File: src/rtl/rd53_pixconf_pkg.sv
// Shared definitions for the pixel configuration latch sequencer: config byte layout,
// power-on default and FSM state encoding.
package rd53_pixconf_pkg;

  localparam int unsigned PIX_CONF_W = 8;

  // Config byte field positions: {sign, tdac[3:0], hitor_en, cal_en, hit_en}
  localparam int unsigned SIGN     = 7;
  localparam int unsigned TDAC_MSB = 6;
  localparam int unsigned TDAC_LSB = 3;
  localparam int unsigned HITOR_EN = 2;
  localparam int unsigned CAL_EN   = 1;
  localparam int unsigned HIT_EN   = 0;

  localparam logic [PIX_CONF_W-1:0] PIX_CONF_DEFAULT = 8'b0_1111_1_0_1;

  typedef enum logic [2:0] {
    StIdle,
    StSetup,
    StStrobe,
    StHold,
    StRead
  } pix_state_e;

  function automatic int unsigned max4(input int unsigned a, input int unsigned b,
                                       input int unsigned c, input int unsigned d);
    int unsigned m;
    m = a;
    if (b > m) m = b;
    if (c > m) m = c;
    if (d > m) m = d;
    return m;
  endfunction

endpackage

File: src/rtl/pixel_conf_sequencer.sv
// Region-level writer/reader for the per-pixel transparent config latches: sequences
// setup/strobe/hold around PixWr and returns single-pixel readback bytes.
module pixel_conf_sequencer
  import rd53_pixconf_pkg::*;
#(
  parameter int unsigned NPIX      = 8,
  parameter int unsigned SETUP_CYC = 1,
  parameter int unsigned WR_CYC    = 2,
  parameter int unsigned HOLD_CYC  = 1,
  parameter int unsigned RD_CYC    = 2,
  localparam int unsigned AW       = (NPIX > 1) ? $clog2(NPIX) : 1
) (
  input  logic                    Clk,
  input  logic                    Reset_b,
  input  logic                    CmdValid,
  output logic                    CmdReady,
  input  logic                    CmdWrite,
  input  logic                    CmdBcast,
  input  logic [AW-1:0]           CmdAddr,
  input  logic [PIX_CONF_W-1:0]   CmdData,
  output logic [PIX_CONF_W-1:0]   PixDataIn,
  output logic [NPIX-1:0]         PixWr,
  input  logic [NPIX*8-1:0]       PixDataOut,
  output logic                    RdValid,
  output logic [PIX_CONF_W-1:0]   RdData,
  output logic                    Busy
);

  localparam int unsigned MaxCyc = max4(SETUP_CYC, WR_CYC, HOLD_CYC, RD_CYC);
  localparam int unsigned CW     = (MaxCyc > 1) ? $clog2(MaxCyc) : 1;

  pix_state_e            state_q;
  logic [CW-1:0]         cnt_q;
  logic [AW-1:0]         addr_q;
  logic                  bcast_q;
  logic [NPIX-1:0]       wr_mask;
  logic [PIX_CONF_W-1:0] rd_byte;

  // Out-of-range addresses match no pixel: no strobe on write, zero on read.
  always_comb begin
    wr_mask = '0;
    rd_byte = '0;
    for (int i = 0; i < NPIX; i++) begin
      if (bcast_q || (addr_q == AW'(i))) wr_mask[i] = 1'b1;
      if (addr_q == AW'(i)) rd_byte = PixDataOut[8*i +: 8];
    end
  end

  assign Busy = ~CmdReady;

  always_ff @(posedge Clk or negedge Reset_b) begin
    if (!Reset_b) begin
      state_q   <= StIdle;
      cnt_q     <= '0;
      addr_q    <= '0;
      bcast_q   <= 1'b0;
      CmdReady  <= 1'b1;
      PixDataIn <= '0;
      PixWr     <= '0;
      RdValid   <= 1'b0;
      RdData    <= '0;
    end else begin
      RdValid <= 1'b0;
      unique case (state_q)
        StIdle: begin
          if (CmdValid) begin
            addr_q   <= CmdAddr;
            bcast_q  <= CmdBcast;
            CmdReady <= 1'b0;
            if (CmdWrite) begin
              PixDataIn <= CmdData;
              state_q   <= StSetup;
              cnt_q     <= CW'(SETUP_CYC - 1);
            end else begin
              state_q <= StRead;
              cnt_q   <= CW'(RD_CYC - 1);
            end
          end
        end
        StSetup: begin
          if (cnt_q == '0) begin
            state_q <= StStrobe;
            cnt_q   <= CW'(WR_CYC - 1);
            PixWr   <= wr_mask;
          end else begin
            cnt_q <= cnt_q - 1'b1;
          end
        end
        StStrobe: begin
          if (cnt_q == '0) begin
            state_q <= StHold;
            cnt_q   <= CW'(HOLD_CYC - 1);
            PixWr   <= '0;
          end else begin
            cnt_q <= cnt_q - 1'b1;
          end
        end
        StHold: begin
          if (cnt_q == '0) begin
            state_q  <= StIdle;
            CmdReady <= 1'b1;
          end else begin
            cnt_q <= cnt_q - 1'b1;
          end
        end
        StRead: begin
          // Sample on the last settle cycle; result and ready appear together.
          if (cnt_q == '0) begin
            state_q  <= StIdle;
            CmdReady <= 1'b1;
            RdValid  <= 1'b1;
            RdData   <= rd_byte;
          end else begin
            cnt_q <= cnt_q - 1'b1;
          end
        end
        default: begin
          state_q  <= StIdle;
          CmdReady <= 1'b1;
          PixWr    <= '0;
        end
      endcase
    end
  end

endmodule
File: config.mk
export PLATFORM = sky130hd
export DESIGN_NAME = pixel_conf_sequencer
export DESIGN_NICKNAME = d
export VERILOG_FILES = /design/src/rtl/rd53_pixconf_pkg.sv /design/src/rtl/pixel_conf_sequencer.sv
export SDC_FILE = /design/constraint.sdc
export NUM_CORES = 1
export LEC_CHECK = 0
export BUFFER_PORTS_ARGS = -buffer_cell sky130_fd_sc_hd__buf_4
export CORE_ASPECT_RATIO = 0.6
export CORE_MARGIN = 4
export CORE_UTILIZATION = 46
export DETAILED_ROUTE_END_ITERATION = 8
export PLACE_DENSITY = 0.85
export SYNTH_ARGS = -nofsm -noshare
export SYNTH_HDL_FRONTEND = slang
export SYNTH_SLANG_ARGS = --single-unit
File: constraint.sdc
create_clock -name Clk -period 1.8 [get_ports Clk]
set_input_delay 0.09 -clock Clk [delete_from_list [all_inputs] [get_ports Clk]]
set_output_delay 0.09 -clock Clk [all_outputs]
set_load 0.005 [all_outputs]
==> results of run 1 <==
==> path summary, 6_finish.rpt <==
| path | endpoint | slack, ns |
|---|---|---|
| max | addr_q[1]$_DFFE_PN0P_ | 0.18 |
| min | PixDataIn[1]$_DFFE_PN0P_ | 0.04 |
| max in group asynchronous | addr_q[1]$_DFFE_PN0P_ | 1.17 |
| min reg2reg | CmdReady$_DFFE_PN1P_ | 0.49 |
| min in group asynchronous | PixWr[6]$_DFFE_PN0P_ | 0.29 |
| max reg2reg | addr_q[1]$_DFFE_PN0P_ | 0.18 |
==> critical path, stage by stage, from the launching register on <==
cell and delay [ns]:
dfrtp_1 0.41, buf_4 0.19, nor2_1 0.18, and3_1 0.23, buf_4 0.16, mux2_2 0.34
==> state kept, by name, summed over array words and instances (netlist names) <==
signal,flops
PixDataIn,8
PixWr,8
RdData,8
addr_q,3
state_q,3
CmdReady,1
RdValid,1
bcast_q,1
cnt_q,1
==> routing by layer <==
| metal | share of wire | track usage |
|---|---|---|
| met1 | 0.44 | 0.266 |
| met2 | 0.44 | 0.305 |
| met3 | 0.12 | 0.0905 |
| met4 | 0.0020 | 0.0440 |
| met5 | 0 | 0 |
==> power by group through the flow <==
| stage | sequential [uW] | clock (uW) | combinational [uW] |
|---|---|---|---|
| after floorplan | 1350 | 0 | 1820 |
| after global placement | 1460 | 0 | 2470 |
| after detailed placement | 1480 | 0 | 2520 |
| after CTS | 1470 | 727 | 2540 |
| after global routing | 1540 | 747 | 2800 |
| final | 1480 | 702 | 2530 |
==> cell type report <==
cell class,instances,area (um2),share of cell area
Clock buffer,5,68.8,0.0220
Clock inverter,3,45.0,0.0144
Inverter,8,30.0,0.00960
Multi-Input combinational cell,160,1150,0.369
Sequential cell,34,856,0.273
Tap cell,63,78.8,0.0252
Timing Repair Buffer,119,896,0.286
==> metrics by stage <==
step	instance area, um2	utilization	hold WS [ns]
after floorplan	2180	-	-0.206
after global placement	3000	0.658	0.0606
after detailed placement	3000	0.658	0.0633
after CTS	3130	0.685	0.0214
after global routing	3130	0.686	0.0286
final	3130	0.686	0.0357
==> logic make-up (layout without fill, tap and decap cells) <==
logic type / Yosys count / after routing / share of synthesized area
xor gates and xnor gates: 1 / 1 / 0.00401
muxes: 36 / 36 / 0.179
AOI/OAI and AO/OA: 79 / 79 / 0.242
buffers and inverters: 26 / 135 / 0.0803
and+or+nand+nor: 44 / 44 / 0.104
DFF: 34 / 34 / 0.390
==> cells in the mapped netlist (all sizes together) <==
library cell,number,area [um2]
a22oi,4,30.0
a21oi,12,60.1
o31ai,3,22.5
a311oi,4,41.3
nand3,1,5.00
or2,1,6.26
xnor2,1,8.76
a31oi,4,25.0
and3,2,12.5
mux2i,12,120
o21a,1,7.51
mux2,24,270
nand2,17,68.8
nor3,3,15.0
clkbuf,2,7.51
o211a,4,40.0
dfrtp,33,826
nor3b,2,15.0
nor4,1,6.26
o221ai,4,35.0
o21ai,24,120
inv,8,30.0
nor4b,1,23.8
dfstp,1,26.3
buf,16,138
o221a,4,45.0
o22ai,14,93.8
nand2b,3,26.3
nor2,13,48.8
a21boi,1,7.51
==> what timing repair did <==
item                                   in CTS  in global routing
hold buffers                                1                  0
gates resized for setup                     0                  1
endpoints found under the hold margin      33                  0
setup endpoints to repair                   0                  1
==> summary.md, run 1 <==
| Metric | Value |
|---|---|
| Max Buffers Root-to-Sink | 2 |
| Critical Path Fanout Max | 11 |
| First-pass GRT wire length | 9540 um |
| Remaining Overflow, GRT | 0 |
| Worst slew margin relative to its limit | 0.643 |
| # IOs | between 100 and 150 |
| Gr usage total | 0.200 |
| Number of global-route vias before repair | 2054 |
| Placed wire-length estimate | roughly 4800 um |
| Sinks on Clock Net | 34 |
| Post-Syn Area | about 0.0022 mm2 |
| Die Wd | 96.9 um |
| # fillers | 353 |
| Fin crit share | 0.899 |
| Remaining DRCs | 0 |
| Reg2reg start | state_q[1]$_DFFE_PN0P_ |
| Tightest Hold Check Type | primary input to register |
| P&R area growth vs syn | 43.4% |
| Max Slew Vio Count | 0 |
| Worst slack, placed | approximately 0.15 ns |
| H-Tree Level Count | 2 |
| Cells after DPL | between 300 and 400 |
| Post-synthesis register bit count | 34 |
| Distinct cell type count after synthesis | 39 |
| Mapped Nets | 300 |
| Antenna diodes | 0 |
| Number of antenna violations at the first check in global routing | 0 |
| Sw Ratio | 0.394 |
| Vias per cell | between 5 and 6 |
| Routability Congestion | between 0.8 and 0.9 |
| Non-filler cells, final | roughly 400 |
| Setup crit start | state_q[1]$_DFFE_PN0P_ |
| Largest net degree at the start of global routing | 35 |
| Die area | approximately 0.0059 mm2 |
| CP Class | register to register |
| WL/cell | roughly 16 um |
| Peak supply drop | around 0.92 mV |
| Static Leak | between 0.0015 and 0.002 uW |
| Sequential share of the synthesized area | 0.390 |
| CP Capture Type | register |
| Worst hold start | CmdData[1] |
| Most frequent cells in the layout | 118 x buf_4, 32 x dfrtp_1, 24 x mux2_2, 24 x o21ai_0, 15 x nand2_1 |
| Endpoints failing setup | 0 |
| Power per cell area | approximately 1500 mW/mm2 |
| Num CTS Buffers | 5 |
| Warnings from Yosys | 0 |
| Worst path arrival time | around 1.8 ns |
| Core Box Area | approximately 0.0046 mm2 |
| Height of the die | roughly 61 um |
| Commonest non-fill, non-tap cell in the layout | buf_4 |
| Rows | 19 |
| DR iter-0 viols | 94 |
| Fmax achieved | between 600 and 700 MHz |
| Antenna Violating Nets Remaining | 0 |
| Layout net count | around 400 |
| Final hold vios | 0 |
| CTS Root Cell | clkbuf_8 |
| TritonCTS clock tree | yes |
| Syn Area/Cell | a little under 10 um2 |
| Worst Max-Slew Pin Slew | around 0.54 ns |
| Sw Pwr | 1860 uW |
| Sequential Power Share | 0.314 |
| Worst reg-to-reg path cell count | 5 |
| Final wirelength | about 6100 um |
| Final worst slack | approximately 0.18 ns |
| Initial Util | 0.478 |
| RSZ-0062 raised after global routing | no |
| Post-layout min period | 1.62 ns |
| Worst-skew pair later-pin latency | ~0.29 ns |
| Layout cells sized above 1 | 0.486 |
| CTS clk-pin slew, worst paths | 0.07 ns |
| Crit start category | register |
| Port Buf Inserts | between 100 and 150 |
| Power, Total | approximately 4700 uW |
| Hold Path Depth | 2 |
| Postcts setup bufs | 0 |
| Combinational power share | 0.537 |
| First drt pass iteration count | 4 |
| P_int | between 2000 and 3000 uW |
| Critical Path RT | between 1.5 and 2 ns |
| Number of max-cap violations | 0 |
| Syn Inst Count | between 200 and 250 |
| Fin Clk Skew | approximately 0.01 ns |
| Status | finished, final reports clean |
| Setup TNS | 0 ns |
| Via count | between 2000 and 2500 |
| Clock power share | 0.149 |
Note: power is estimated with default switching activity, not from simulation.
==> run 2, diff against run 1 <==
--- a/config.mk
+++ b/config.mk
@@ -8,9 +8,10 @@
 export BUFFER_PORTS_ARGS = -buffer_cell sky130_fd_sc_hd__buf_4
 export CORE_ASPECT_RATIO = 0.6
 export CORE_MARGIN = 4
-export CORE_UTILIZATION = 46
+export CORE_UTILIZATION = 50
 export DETAILED_ROUTE_END_ITERATION = 8
-export PLACE_DENSITY = 0.85
+export HOLD_SLACK_MARGIN = 0.08
+export PLACE_DENSITY = 0.91
 export SYNTH_ARGS = -nofsm -noshare
 export SYNTH_HDL_FRONTEND = slang
 export SYNTH_SLANG_ARGS = --single-unit
==> constraint.sdc (replaced) <==
create_clock -name Clk -period 1.95 [get_ports Clk]
set_input_delay 0.0975 -clock Clk [delete_from_list [all_inputs] [get_ports Clk]]
set_output_delay 0.0975 -clock Clk [all_outputs]
set_load 0.005 [all_outputs]
==> run 2 against run 1 <==
Net effect:
- power down 8.4%
- hold slack better by 0.084 ns
- via count up 5.6%
- sequential power down 4%
- clock skew down 0.0039 ns
- sequential share of layout area down 0.73 points
- clock power down 22%
- combinational power down 7%
- count of clock-buffer cells in the layout up 2
- design area up 2.4%
- maximum frequency down 4.4%
- critical endpoint is now PixDataIn[5]$_DFFE_PN0P_
- largest power group unchanged
==> summary.md, run 2 (same netlist as run 1, synthesis figures left out) <==
| Metric | Value |
|---|---|
| Status | finished, final reports clean |
| Biggest regs | PixDataIn (8), PixWr (8), RdData (8) |
| Die area | ~0.0055 mm2 |
| Peak supply drop | roughly 0.75 mV |
| Sequential Power Share | 0.328 |
| Die Wd | 93.3 um |
| Critical Path RT | 2.12 ns |
| Remaining DRCs | 0 |
| Clock power share | 0.127 |
| Endpoints failing setup | 0 |
| Num CTS Buffers | 5 |
| Sw Pwr | about 1800 uW |
| Static Leak | 0.00155 uW |
| CTS Root Cell | clkbuf_8 |
| Max Slew Vio Count | 0 |
| Fin crit share | 0.868 |
| Commonest non-fill, non-tap cell in the layout | buf_4 |
| Final hold vios | 0 |
| Max Buffers Root-to-Sink | 2 |
| Final wirelength | between 6000 and 7000 um |
| Combinational power share | 0.545 |
| Port Buf Inserts | ~110 |
| R2r setup slk | about 0.26 ns |
| Placed wire-length estimate | ~5000 um |
| DR iter-0 viols | 74 |
| Crit path max-delay family | simple AND/OR/NAND/NOR gates |
| Fmax achieved | roughly 590 MHz |
| Tightest Hold Check Type | primary input to register |
| Remaining Overflow, GRT | 0 |
| Min Hold Slack | ~0.12 ns |
| Number of max-cap violations | 0 |
| CP Buf/Inv Count | 2 |
| First-pass GRT wire length | between 10000 and 15000 um |
| Sinks on Clock Net | 34 |
| Initial Util | 0.524 |
| CTS clk-pin slew, worst paths | ~0.070 ns |
| Power per cell area | 1350 mW/mm2 |
| P_int | about 2500 uW |
| Largest net degree at the start of global routing | 35 |
| Core Box Area | 0.00417 mm2 |
| CP peak stage delay | between 0.4 and 0.5 ns |
| Worst Max-Slew Pin Slew | approximately 0.6 ns |
| Gr usage total | 0.251 |
| First drt pass iteration count | 4 |
| TritonCTS clock tree | yes |
| CP cell instances | buf_4, inv_2, and3_1, nand2_2, mux2_2 |
| Antenna Violating Nets Remaining | 0 |
| CP Capture Type | register |
| CP Class | register to register |
| Cells after DPL | between 300 and 400 |
| Setup TNS | 0 ns |
| Post-layout min period | between 1.5 and 2 ns |
| Via count | 2260 |
| # IOs | between 100 and 150 |
| Worst path arrival time | approximately 1.9 ns |
| WL/cell | 17.2 um |
| Most frequent cells in the layout | 116 x buf_4, 32 x dfrtp_1, 24 x mux2_2, 24 x o21ai_0, 15 x nand2_1 |
| Worst path slowest cell | dfrtp_1 |
| Antenna diodes | 0 |
| Critical Path Fanout Max | 9 |
| RSZ-0062 raised after global routing | no |
| Layout cells sized above 1 | 0.463 |
| Post_cts resized | 0 |
| Sw Ratio | 0.412 |
| H-Tree Level Count | 2 |
| Layout net count | ~420 |
| Routability Congestion | about 0.86 |
| Vias per cell | around 5.7 |
| Number of antenna violations at the first check in global routing | 0 |
| Worst-skew pair later-pin latency | 0.29 ns |
| Crit start category | register |
| P&R area growth vs syn | 46.9% |
| Rows | 18 |
| Worst slew margin relative to its limit | 0.599 |
| Fin Clk Skew | about 0.0061 ns |
| Number of global-route vias before repair | about 2300 |
| Non-filler cells, final | ~400 |
| Height of the die | 59.2 um |
==> run 2: cell types whose count changed in the layout (fill, tap and decap cells not counted) <==
cell	change
clkinv_2	+1
dfrtp_4	-1
clkbuf_8	+1
bufinv_16	-1
clkbuf_1	+1
buf_4	-2
dfrtp_2	+1
dlygate4sd3_1	+12
clkinvlp_4	-2
==> run 2: final timing paths <==
path | startpoint | to | depth (start not counted)
worst max-delay path | state_q[0]$_DFFE_PN0P_ | PixDataIn[5]$_DFFE_PN0P_ | 5
worst min-delay path | PixDataOut[63] | RdData[7]$_DFFE_PN0P_ | 3
worst max register to register | state_q[0]$_DFFE_PN0P_ | PixDataIn[5]$_DFFE_PN0P_ | 5
worst min register to register | PixWr[4]$_DFFE_PN0P_ | PixWr[4]$_DFFE_PN0P_ | 2
max in group asynchronous | Reset_b | CmdReady$_DFFE_PN1P_ | 2
min in group asynchronous | Reset_b | PixWr[7]$_DFFE_PN0P_ | 2
==> run 2: what timing repair did <==
item                      CTS  global route
hold buffers               13             0
setup buffers               0             0
hold endpoints to repair   46             0
==> run 2: metrics by stage <==
step                setup WS [ns]  cell area [um2]  total power (uW)  utilization
detailed placement          0.301             2980              3700        0.716
CTS                         0.296             3210              4290        0.769
floorplan                   0.470             2180              2930            -
finish                      0.257             3210              4320        0.769
global placement            0.344             2980              3610        0.716
global route                0.180             3210              4620        0.769
==> run 2: layout make-up <==
type                       instances  area [um2]
tap                               60        75.1
clock inverter                     1        5.00
sequential                        34         853
clock buffer                       7        86.3
inverter                           8        30.0
multi-input combinational        160        1150
timing repair buffer             129        1000
fill                             283         961
==> run 2: power groups by stage <==
stage,combinational (uW),sequential (uW),clock (uW)
5_1_grt,2570,1460,590
3_5_place_dp,2300,1410,0
2_1_floorplan,1680,1250,0
4_1_cts,2330,1400,560
6_report,2350,1420,547
3_3_place_gp,2220,1390,0
==> run 2: metal layers <==
| metal | global-route usage | routed length [um] |
|---|---|---|
| met2 | 0.404 | 3200 |
| met3 | 0.0774 | 627 |
| met5 | 0 | 0 |
| met4 | 0.0835 | 73 |
| met1 | 0.326 | 2960 |
==> run 2: tightest hold or removal path, stage by stage <==
cell and delay (ns):
buf_4 0.08, o21ai_0 0.07, o22ai_1 0.11
